[src/rtl/nla_job_scheduler.sv]
// nla_job_scheduler
//   Shares one polynomial-approximation engine between NUM_REQ requesters.
//   Picks one operand by round-robin arbitration, launches the engine once,
//   waits for completion under a timeout watchdog, and returns a tagged
//   response. Only one job is ever in flight.
//
// Optional feature macro: NLA_SCHED_PRIO_EN
//   defined     : requester 0 has strict priority over the round-robin pool,
//                 and serving it leaves rr_ptr untouched.
//   not defined : pure round-robin across all requesters.
//
// Ports
//   clk, rst          clock, asynchronous active-high reset
//   req_valid/ready   per-requester request handshake (ready is one-hot)
//   req_data/func     packed operands, slice i belongs to requester i
//   eng_start/abort   one-cycle launch / timeout-abort pulses to the engine
//   eng_data/func     latched operand, held from launch until the response
//   eng_done/result   engine completion pulse and result
//   rsp_*             tagged response (rsp_err=1 means timeout, rsp_data=0)
//   dbg_state         current FSM state (IDLE=0 ISSUE=1 WAIT=2 RESP=3)
//   dbg_spurious_cnt  saturating count of eng_done pulses seen outside WAIT
//
// Handshakes: a transfer happens on a rising edge where valid and ready are
// both 1. A valid source holds its payload until that edge; ready may depend
// combinationally on valid (req_ready does), valid never depends on ready.

module nla_job_scheduler #(
    parameter int NUM_REQ     = 4,
    parameter int DATA_W      = 16,
    parameter int FUNC_W      = 2,
    parameter int TIMEOUT_CYC = 64
) (
    input  logic                        clk,
    input  logic                        rst,
    input  logic [NUM_REQ-1:0]          req_valid,
    input  logic [NUM_REQ*DATA_W-1:0]   req_data,
    input  logic [NUM_REQ*FUNC_W-1:0]   req_func,
    output logic [NUM_REQ-1:0]          req_ready,
    output logic                        eng_start,
    output logic                        eng_abort,
    output logic [DATA_W-1:0]           eng_data,
    output logic [FUNC_W-1:0]           eng_func,
    input  logic                        eng_done,
    input  logic [DATA_W-1:0]           eng_result,
    output logic                        rsp_valid,
    output logic [$clog2(NUM_REQ)-1:0]  rsp_id,
    output logic [DATA_W-1:0]           rsp_data,
    output logic                        rsp_err,
    input  logic                        rsp_ready,
    output logic [1:0]                  dbg_state,
    output logic [7:0]                  dbg_spurious_cnt
);

    localparam int ID_W  = $clog2(NUM_REQ);
    localparam int TMR_W = $clog2(TIMEOUT_CYC) + 1;
    localparam logic [TMR_W-1:0] TMR_LAST = TMR_W'(TIMEOUT_CYC - 1);
    localparam logic [ID_W-1:0]  ID_LAST  = ID_W'(NUM_REQ - 1);

    typedef enum logic [1:0] {
        S_IDLE  = 2'd0,
        S_ISSUE = 2'd1,
        S_WAIT  = 2'd2,
        S_RESP  = 2'd3
    } state_t;

    state_t              state_q, state_d;
    logic [ID_W-1:0]     rr_ptr_q, rr_ptr_d;
    logic [TMR_W-1:0]    timer_q, timer_d;
    logic                eng_start_q, eng_start_d;
    logic                eng_abort_q, eng_abort_d;
    logic [DATA_W-1:0]   eng_data_q, eng_data_d;
    logic [FUNC_W-1:0]   eng_func_q, eng_func_d;
    logic                rsp_valid_q, rsp_valid_d;
    logic [ID_W-1:0]     rsp_id_q, rsp_id_d;
    logic [DATA_W-1:0]   rsp_data_q, rsp_data_d;
    logic                rsp_err_q, rsp_err_d;
    logic [7:0]          spur_cnt_q, spur_cnt_d;

    // Arbitration result
    logic                grant_found;
    logic [ID_W-1:0]     grant_idx;
    logic [DATA_W-1:0]   grant_data;
    logic [FUNC_W-1:0]   grant_func;

    // Rotating search starting at rr_ptr: the first valid requester found
    // wins. With the priority option, requester 0 overrides the rotation.
    always_comb begin
        int cand;
        grant_found = 1'b0;
        grant_idx   = '0;
        cand        = 0;
        for (int off = 0; off < NUM_REQ; off++) begin
            cand = int'(rr_ptr_q) + off;
            if (cand >= NUM_REQ) begin
                cand = cand - NUM_REQ;
            end
            for (int i = 0; i < NUM_REQ; i++) begin
                if (!grant_found && (i == cand) && req_valid[i]) begin
                    grant_found = 1'b1;
                    grant_idx   = ID_W'(i);
                end
            end
        end
`ifdef NLA_SCHED_PRIO_EN
        if (req_valid[0]) begin
            grant_found = 1'b1;
            grant_idx   = '0;
        end
`else
`endif
    end

    // Operand mux for the winner
    always_comb begin
        grant_data = '0;
        grant_func = '0;
        for (int i = 0; i < NUM_REQ; i++) begin
            if (grant_idx == ID_W'(i)) begin
                grant_data = req_data[i*DATA_W +: DATA_W];
                grant_func = req_func[i*FUNC_W +: FUNC_W];
            end
        end
    end

    // Ready only in IDLE, one-hot on the winner
    always_comb begin
        req_ready = '0;
        if (state_q == S_IDLE && grant_found) begin
            for (int i = 0; i < NUM_REQ; i++) begin
                if (grant_idx == ID_W'(i)) begin
                    req_ready[i] = 1'b1;
                end
            end
        end
    end

    // Next-state and registered-output logic
    always_comb begin
        state_d     = state_q;
        rr_ptr_d    = rr_ptr_q;
        timer_d     = timer_q;
        eng_start_d = 1'b0;
        eng_abort_d = 1'b0;
        eng_data_d  = eng_data_q;
        eng_func_d  = eng_func_q;
        rsp_valid_d = rsp_valid_q;
        rsp_id_d    = rsp_id_q;
        rsp_data_d  = rsp_data_q;
        rsp_err_d   = rsp_err_q;
        spur_cnt_d  = spur_cnt_q;

        // Any completion that arrives while no job is waiting is dropped
        // and only counted.
        if (eng_done && state_q != S_WAIT && spur_cnt_q != 8'hFF) begin
            spur_cnt_d = spur_cnt_q + 1'b1;
        end

        case (state_q)
            S_IDLE: begin
                timer_d = '0;
                if (grant_found) begin
                    eng_data_d  = grant_data;
                    eng_func_d  = grant_func;
                    rsp_id_d    = grant_idx;
                    eng_start_d = 1'b1;       // high during the ISSUE cycle
                    state_d     = S_ISSUE;
                end
            end
            S_ISSUE: begin
                // Timer reads 0 in the launch cycle, so it equals the number
                // of cycles elapsed since eng_start while in WAIT.
                timer_d = timer_q + 1'b1;
                state_d = S_WAIT;
            end
            S_WAIT: begin
                timer_d = timer_q + 1'b1;
                if (eng_done) begin
                    // Completion beats the watchdog on the same cycle
                    rsp_data_d  = eng_result;
                    rsp_err_d   = 1'b0;
                    rsp_valid_d = 1'b1;
                    state_d     = S_RESP;
                end else if (timer_q == TMR_LAST) begin
                    eng_abort_d = 1'b1;
                    rsp_data_d  = '0;
                    rsp_err_d   = 1'b1;
                    rsp_valid_d = 1'b1;
                    state_d     = S_RESP;
                end
            end
            S_RESP: begin
                if (rsp_ready) begin
                    rsp_valid_d = 1'b0;
                    state_d     = S_IDLE;
`ifdef NLA_SCHED_PRIO_EN
                    if (rsp_id_q != '0) begin
                        rr_ptr_d = (rsp_id_q == ID_LAST) ? '0 : rsp_id_q + 1'b1;
                    end
`else
                    rr_ptr_d = (rsp_id_q == ID_LAST) ? '0 : rsp_id_q + 1'b1;
`endif
                end
            end
            default: begin
                state_d = S_IDLE;
            end
        endcase
    end

    always_ff @(posedge clk or posedge rst) begin
        if (rst) begin
            state_q     <= S_IDLE;
            rr_ptr_q    <= '0;
            timer_q     <= '0;
            eng_start_q <= 1'b0;
            eng_abort_q <= 1'b0;
            eng_data_q  <= '0;
            eng_func_q  <= '0;
            rsp_valid_q <= 1'b0;
            rsp_id_q    <= '0;
            rsp_data_q  <= '0;
            rsp_err_q   <= 1'b0;
            spur_cnt_q  <= '0;
        end else begin
            state_q     <= state_d;
            rr_ptr_q    <= rr_ptr_d;
            timer_q     <= timer_d;
            eng_start_q <= eng_start_d;
            eng_abort_q <= eng_abort_d;
            eng_data_q  <= eng_data_d;
            eng_func_q  <= eng_func_d;
            rsp_valid_q <= rsp_valid_d;
            rsp_id_q    <= rsp_id_d;
            rsp_data_q  <= rsp_data_d;
            rsp_err_q   <= rsp_err_d;
            spur_cnt_q  <= spur_cnt_d;
        end
    end

    assign eng_start        = eng_start_q;
    assign eng_abort        = eng_abort_q;
    assign eng_data         = eng_data_q;
    assign eng_func         = eng_func_q;
    assign rsp_valid        = rsp_valid_q;
    assign rsp_id           = rsp_id_q;
    assign rsp_data         = rsp_data_q;
    assign rsp_err          = rsp_err_q;
    assign dbg_state        = state_q;
    assign dbg_spurious_cnt = spur_cnt_q;

endmodule

[config.mk]
export PLATFORM = sky130hd
export DESIGN_NAME = nla_job_scheduler
export DESIGN_NICKNAME = d
export VERILOG_FILES = /design/src/rtl/nla_job_scheduler.sv
export SDC_FILE = /design/constraint.sdc
export NUM_CORES = 1
export LEC_CHECK = 0
export CAP_MARGIN = 20
export CELL_PAD_IN_SITES_DETAIL_PLACEMENT = 0
export CELL_PAD_IN_SITES_GLOBAL_PLACEMENT = 2
export CORE_MARGIN = 2
export CORE_UTILIZATION = 23
export CTS_CLUSTER_SIZE = 30
export DETAILED_ROUTE_END_ITERATION = 7
export GPL_ROUTABILITY_DRIVEN = 0
export PLACE_DENSITY_LB_ADDON = 0.05
export SLEW_MARGIN = 0
export SYNTH_ARGS = -nofsm -noshare
export SYNTH_HDL_FRONTEND = slang
export SYNTH_SLANG_ARGS = --single-unit
[constraint.sdc]
create_clock -name clk -period 2.3 [get_ports clk]
set_input_delay 0.345 -clock clk [delete_from_list [all_inputs] [get_ports clk]]
set_output_delay 0.345 -clock clk [all_outputs]
set_load 0.02 [all_outputs]
### After elaboration in Yosys (flattened, before gate mapping)

Cells that the tools add are included.

* register bits after elaboration: 59
* bits in latches: 0
* bits in writable memories: 0
* bits in read-only memories: 0
* input bits: 96
* output and inout port bits: 54
* logic and storage cells: 182
* memories: 0

* $add $sub $neg: 10
* multipliers: 0
* div/mod/pow operators: 0
* order comparisons: 4
* equality and inequality tests: 25
* shift-type cells: 0
* mux-type cells: 67
* bitwise gates (word level): 0
* reduce and logical (&&, ||, !) cells: 64

Operators by type and width (number)
* 3-bit by 32-bit == test with 1-bit output (first input constant): 8
* 2-bit by 32-bit == test with 1-bit output (first input constant): 4
* 32-bit logical NOT: 4
* 32-bit two-way mux: 4
* 16-bit two-way mux: 6
* 2-bit two-way mux: 23
* 1-bit logical AND: 34
* 1-bit two-way mux: 30
* 1-bit logical NOT: 15
* 7-bit one-hot mux with 2 select lines: 1
* 3-bit by 3-bit subtractor with 4-bit output (second input constant): 3
* 2-bit == test (second input constant): 5
* 3-bit greater-or-equal comparator (second input constant): 3
* 8-bit by 1-bit adder with 8-bit output (second input constant): 1
* 8-bit != test (second input constant): 1
* 2-bit one-hot mux with 4 select lines: 1
* 7-bit by 1-bit adder with 7-bit output (second input constant): 1
* 7-bit by 6-bit == test with 1-bit output (second input constant): 1
* 2-bit by 2-bit adder with 3-bit output (second input constant): 2
* 2-bit != test (second input constant): 3
* 2-bit AND reduction: 3
* 3-bit AND reduction: 2
* 2-bit nonzero test: 3
* 2-bit by 1-bit == test with 1-bit output (second input constant): 2
* 9 further kinds: 10

### Longest topological paths before layout

* depth after elaboration: 70
* gate-level depth with buffers: 8
* depth with buffers taken out: 7

### Worst setup path before layout

OpenSTA, ideal clock, no wires.

* path kind: input to output
* start point: input port req_valid[2]
* end point: output port req_ready[3]
* arrival: 1.806 ns
* required time: 1.955 ns
* setup slack: 0.149 ns
* stages on the path: 6
* path buffers: 2
* cells stage by stage: buf_2 -> and2b_4 -> nor4_1 -> nor2_2 -> buf_6 -> nor3_1

* word-level cells in the longest chain between the ends: 57
* elaborated cells on any way between the ends: 72
* classes of those cells: eq/ne: 1; mux: 30; reduce/logical: 41

Ends and longest elaborated chain
* start: declaration: line 35 `input logic [NUM_REQ-1:0] req_valid,`
* 1-bit logical AND: line 98 `if (!grant_found && (i == cand) && req_valid[i]) begin`
* 1-bit two-way mux: line 98
* 1-bit logical NOT: line 98
* 1-bit logical AND (2 in series): line 98
* 1-bit two-way mux: line 98
* 1-bit logical NOT: line 98
* 1-bit logical AND (2 in series): line 98
* 1-bit two-way mux: line 98
* [... 37 more ...]
* 1-bit logical AND (2 in series): line 98
* 1-bit two-way mux: line 98
* 1-bit logical NOT: line 98
* 1-bit logical AND (2 in series): line 98
* 2-bit two-way mux: line 98
* 2-bit == test: line 130 `if (grant_idx == ID_W'(i)) begin`
* 1-bit two-way mux: line 130
* 4-bit two-way mux (*): line 128 `if (state_q == S_IDLE && grant_found) begin`
* end: declaration: line 38 `output logic [NUM_REQ-1:0] req_ready,`

Every way passes the cells marked *; elsewhere a longest branch is shown, timed or not.

### Worst setup path in the final report

* start point: register rr_ptr_q[0]
* end point: output port req_ready[0]

* word-level cells in the longest chain between the ends: 68
* elaborated cells on any way between the ends: 112
* classes of those cells: add/sub: 7; order compare: 4; eq/ne: 12; mux: 37; reduce/logical: 52

Ends and longest elaborated chain
* start: declaration: line 67 `logic [ID_W-1:0] rr_ptr_q, rr_ptr_d;`
* start signal: assignment: line 226 `rr_ptr_q <= rr_ptr_d;`
* 2-bit by 3-bit subtractor with 4-bit output or 2-bit by 3-bit greater-or-equal comparator with 1-bit output (tied branches): line 95, 94
* 32-bit two-way mux: line 94 `if (cand >= NUM_REQ) begin`
* 32-bit logical NOT: line 98
* 1-bit logical AND: line 98
* 1-bit two-way mux: line 98
* 1-bit logical NOT: line 98
* 1-bit logical AND (2 in series): line 98
* 1-bit two-way mux: line 98
* [... 49 more ...]
* 1-bit logical AND (2 in series): line 98
* 1-bit two-way mux: line 98
* 1-bit logical NOT: line 98
* 1-bit logical AND (2 in series): line 98
* 2-bit two-way mux: line 98
* 2-bit logical NOT: line 130
* 1-bit two-way mux: line 130
* 4-bit two-way mux (*): line 128

Marked as above.

==> flow_summary.toml <==
[drt]
drtIter0Drc = 142
overall_routed_net_length_um = 11300
dr_total_vias = 3114
ant_nets = 0
routedWlPerCell_um = 17.0
remaining_drc_errors = 0
drt-pass1-iter-count = 4
post_drt_via_cell_ratio = 4.68

[timing]
clock_skew_ns = 0.00915
finalHoldWorstSlack_ns = 0.369
maxClockFrequency_ghz = 0.455
fin_tns_setup_ns = 0
timing.final.crit_share_pct = 95.5
maxSlewViolCount = 0
timing.final.ws_setup_ns = 0.102
final_period_minus_worst_setup_slack_ns = 2.20
setup-violations-final = 0
finalHoldViolCount = 0
slew-limit-headroom_pct = 66.4
grt_setup_unrepaired = "no"
worstMarginPinSlew_ns = 0.503

[layout]
layout_common_cells = "clkdlybuf4s50_1, dfrtp_1, nor2_1, buf_4, o22ai_1"
final_layout_fill_cell_count = 1345
final_cell_count_no_fill = 665
drive_above_1_share_pct = 15.5
antenna_cells = 0
layout_commonest_cell = "clkdlybuf4s50_1"
synth_to_layout_area_growth_pct = 71.5
fin_nets = 590

[clock_network]
cts_root_buf = "clkbuf_16"
cts_tree = "done"
later_pin_clock_latency_in_the_skew_report_ns = 0.33
cts-buffers-inserted = 9
cts.sinks = 59
worst_setup_hold_path_clk_slew_ns = 0.05
cts_max_path_buffers = 2
htree_num_levels = 3

[yosys]
synth_top_flop_cell = "dfrtp_1"
synthesis.yosys.warnings = 0
ys_async_sr_fraction_pct = 100
postSynthCellCount = 311
syn_nets = 415
synth_top_area_share_pct = 47.4
yosys.cell_types.count = 46
synth_edf_count = 0
yosys-top-cells-area = "dfrtp_1, a22o_1, nor2_1, a221oi_1, o22ai_1"
post_synth.cell_area_avg_sq_um = 10.0
yosys_register_bits = 59
synth.cell_area_sq_um = 3120
synth_sequential_area_ratio_pct = 47.4
synth.largest_area_cell = "dfrtp_1"

[power_and_ir_drop]
power.share.sequential_pct = 26.2
powerDensity_nw_per_um2 = 1280
vdd_drop_max_v = 0.000555
internal_power_w = 0.00418
sw_frac_of_total_pct = 38.9
total_switching_power_w = 0.00266
power.share.combinational_pct = 53.6
leakagePower_nw = 2.23
total_power_w = 0.00684
power_frac_clock_pct = 20.2

[critical_path]
timing.critical_path.from = "rr_ptr_q[0]$_DFFE_PP0P_"
timing.critical_path.arrival_ns = 1.85
critical_path.reg2reg.startpoint = "rr_ptr_q[0]$_DFFE_PP0P_"
r2r-end = "eng_data[15]$_DFFE_PP0P_"
regToRegSetupSlack_ns = 0.31
critPathCaptureType = "primary output"
cp_max_fo = 3
crit_type = "reg2out"
timing.critical_path.required_ns = 1.96
worstRegToRegCells = 9
crit_path_start_kind = "flop"

[die]
std_cell_rows = 42
io-pin-count = 150
floorplan.die.height_um = 120
die_x_um = 120
die-area_sq_um = 14500
initial_core_util_pct = 23.5
fp.coreArea_sq_um = 13200

[grt]
global_route_hottest_layer = "met2"
wire_length_of_the_first_global_routing_pass_um = 18000
first_global_vias = 3255
groute.usage.overall_pct = 16.1
grt_antenna_before_repair = 0
global_route.overflow_total = 0
gr-usage-met1_pct = 21.3
grt_start_max_net_pins = 25
grt_util_met2_pct = 25.3
use_met3_pct = 3.92

[status]
outcome = "completed"

[place]
numPortBuffers = 149
placedCellCount = 649
post-place-ws_ns = -0.522
post-dp-hpwl_um = 8390

[flow_run]
max_cap_viol = 0

[worst_hold_path]
min_path_type = "in2async"
what timing repair did:
item / in CTS / in global routing
hold endpoints to repair: 0 / 0
buffers inserted: 2 / 0
hold buffers: 0 / 0
resized for setup: 24 / 3
pin swaps: 3 / 2
endpoints found under the setup margin: 4 / 3
routing by layer:
layer	wire [um]	vias to the layer above
met5	0	-
met4	195	0
met3	754	10
met2	5250	101
met1	5100	1495
li1	-	1508
worst max-delay path by stage:
stage          cells past startpoint  slack [ns]      endpoint
3_3_place_gp                       8       -0.52  req_ready[0]
5_1_grt                            6        0.02  req_ready[0]
4_1_cts                            7        0.02  req_ready[3]
2_1_floorplan                      6        0.15  req_ready[3]
3_5_place_dp                       8       -0.52  req_ready[0]
6_report                           6        0.10  req_ready[0]
registers in the layout, indices dropped and copies added, names as in the netlist:
| register | flops |
|---|---|
| rsp_id | 2 |
| eng_abort | 1 |
| dbg_state | 2 |
| rr_ptr_q | 2 |
| eng_data | 16 |
| eng_func | 2 |
| rsp_valid | 1 |
| dbg_spurious_cnt | 8 |
| eng_start | 1 |
| rsp_err | 1 |
| rsp_data | 16 |
| timer_q | 7 |
power by group through the flow:
stage | sequential [W] | combinational, W | clock, W
final | 0.00179 | 0.00367 | 0.00138
after global routing | 0.00186 | 0.00401 | 0.00149
after CTS | 0.00180 | 0.00374 | 0.00143
after detailed placement | 0.00181 | 0.00365 | 0
after global placement | 0.00181 | 0.00364 | 0
after floorplan | 0.00228 | 0.00151 | 0
cell usage after synthesis, types with 2 or more instances:
cell type and n:
buf_6 4, nor2b_1 6, nand2b_1 6, and2b_4 2, inv_1 12, o21ai_0 15
buf_2 9, a21oi_1 13, o21ai_1 2, dfrtp_1 59, a221oi_1 13, and2_1 4
clkbuf_1 7, xor2_1 4, a221oi_2 4, xnor2_1 5, mux2_2 2, nor2_1 33
nand2_1 14, ha_1 8, o221a_2 2, nor4_1 3, a22oi_1 13, o22ai_1 18
nand3_1 2, or2_2 5, nor3_1 5, o21a_1 2, o311ai_0 4, nand4_1 4
a22o_1 16
kinds of logic (layout without fill, tap and decap cells):
kind of cell    after synthesis  after routing  share of synthesized area, %
compound gates              111            111                          26.4
mux                           3              3                          1.04
simple gates                 88             88                          14.0
flops                        59             59                          47.4
buf+inv                      33            211                          5.42
fa+ha+maj                     8              8                          3.21
xor+xnor                      9              9                          2.53
worst max-delay path, stage by stage, from the launching register on:
cell and delay, ns:
dfrtp_1 0.39, and2b_4 0.25, nor2_1 0.04, o311a_1 0.32
nand2b_4 0.17, nor2_1 0.10, clkdlybuf4s15_2 0.27
cell type report:
class	instances	area (sq um)	share of cell area [%]
clock buffer	11	233	4.35
tap	176	220	4.12
timing repair buffer	185	1780	33.3
sequential	59	1480	27.6
inverter	12	45.0	0.843
clock inverter	3	65.1	1.22
multi-input combinational	219	1530	28.6
through the flow:
stage               util [%]  instance area, sq um
finish                  40.4                  5340
global route            40.4                  5340
CTS                     40.4                  5360
detailed placement      37.6                  4980
global placement        37.6                  4980
floorplan                  -                  3120
No activity file was read; power rests on OpenSTA's default activity.
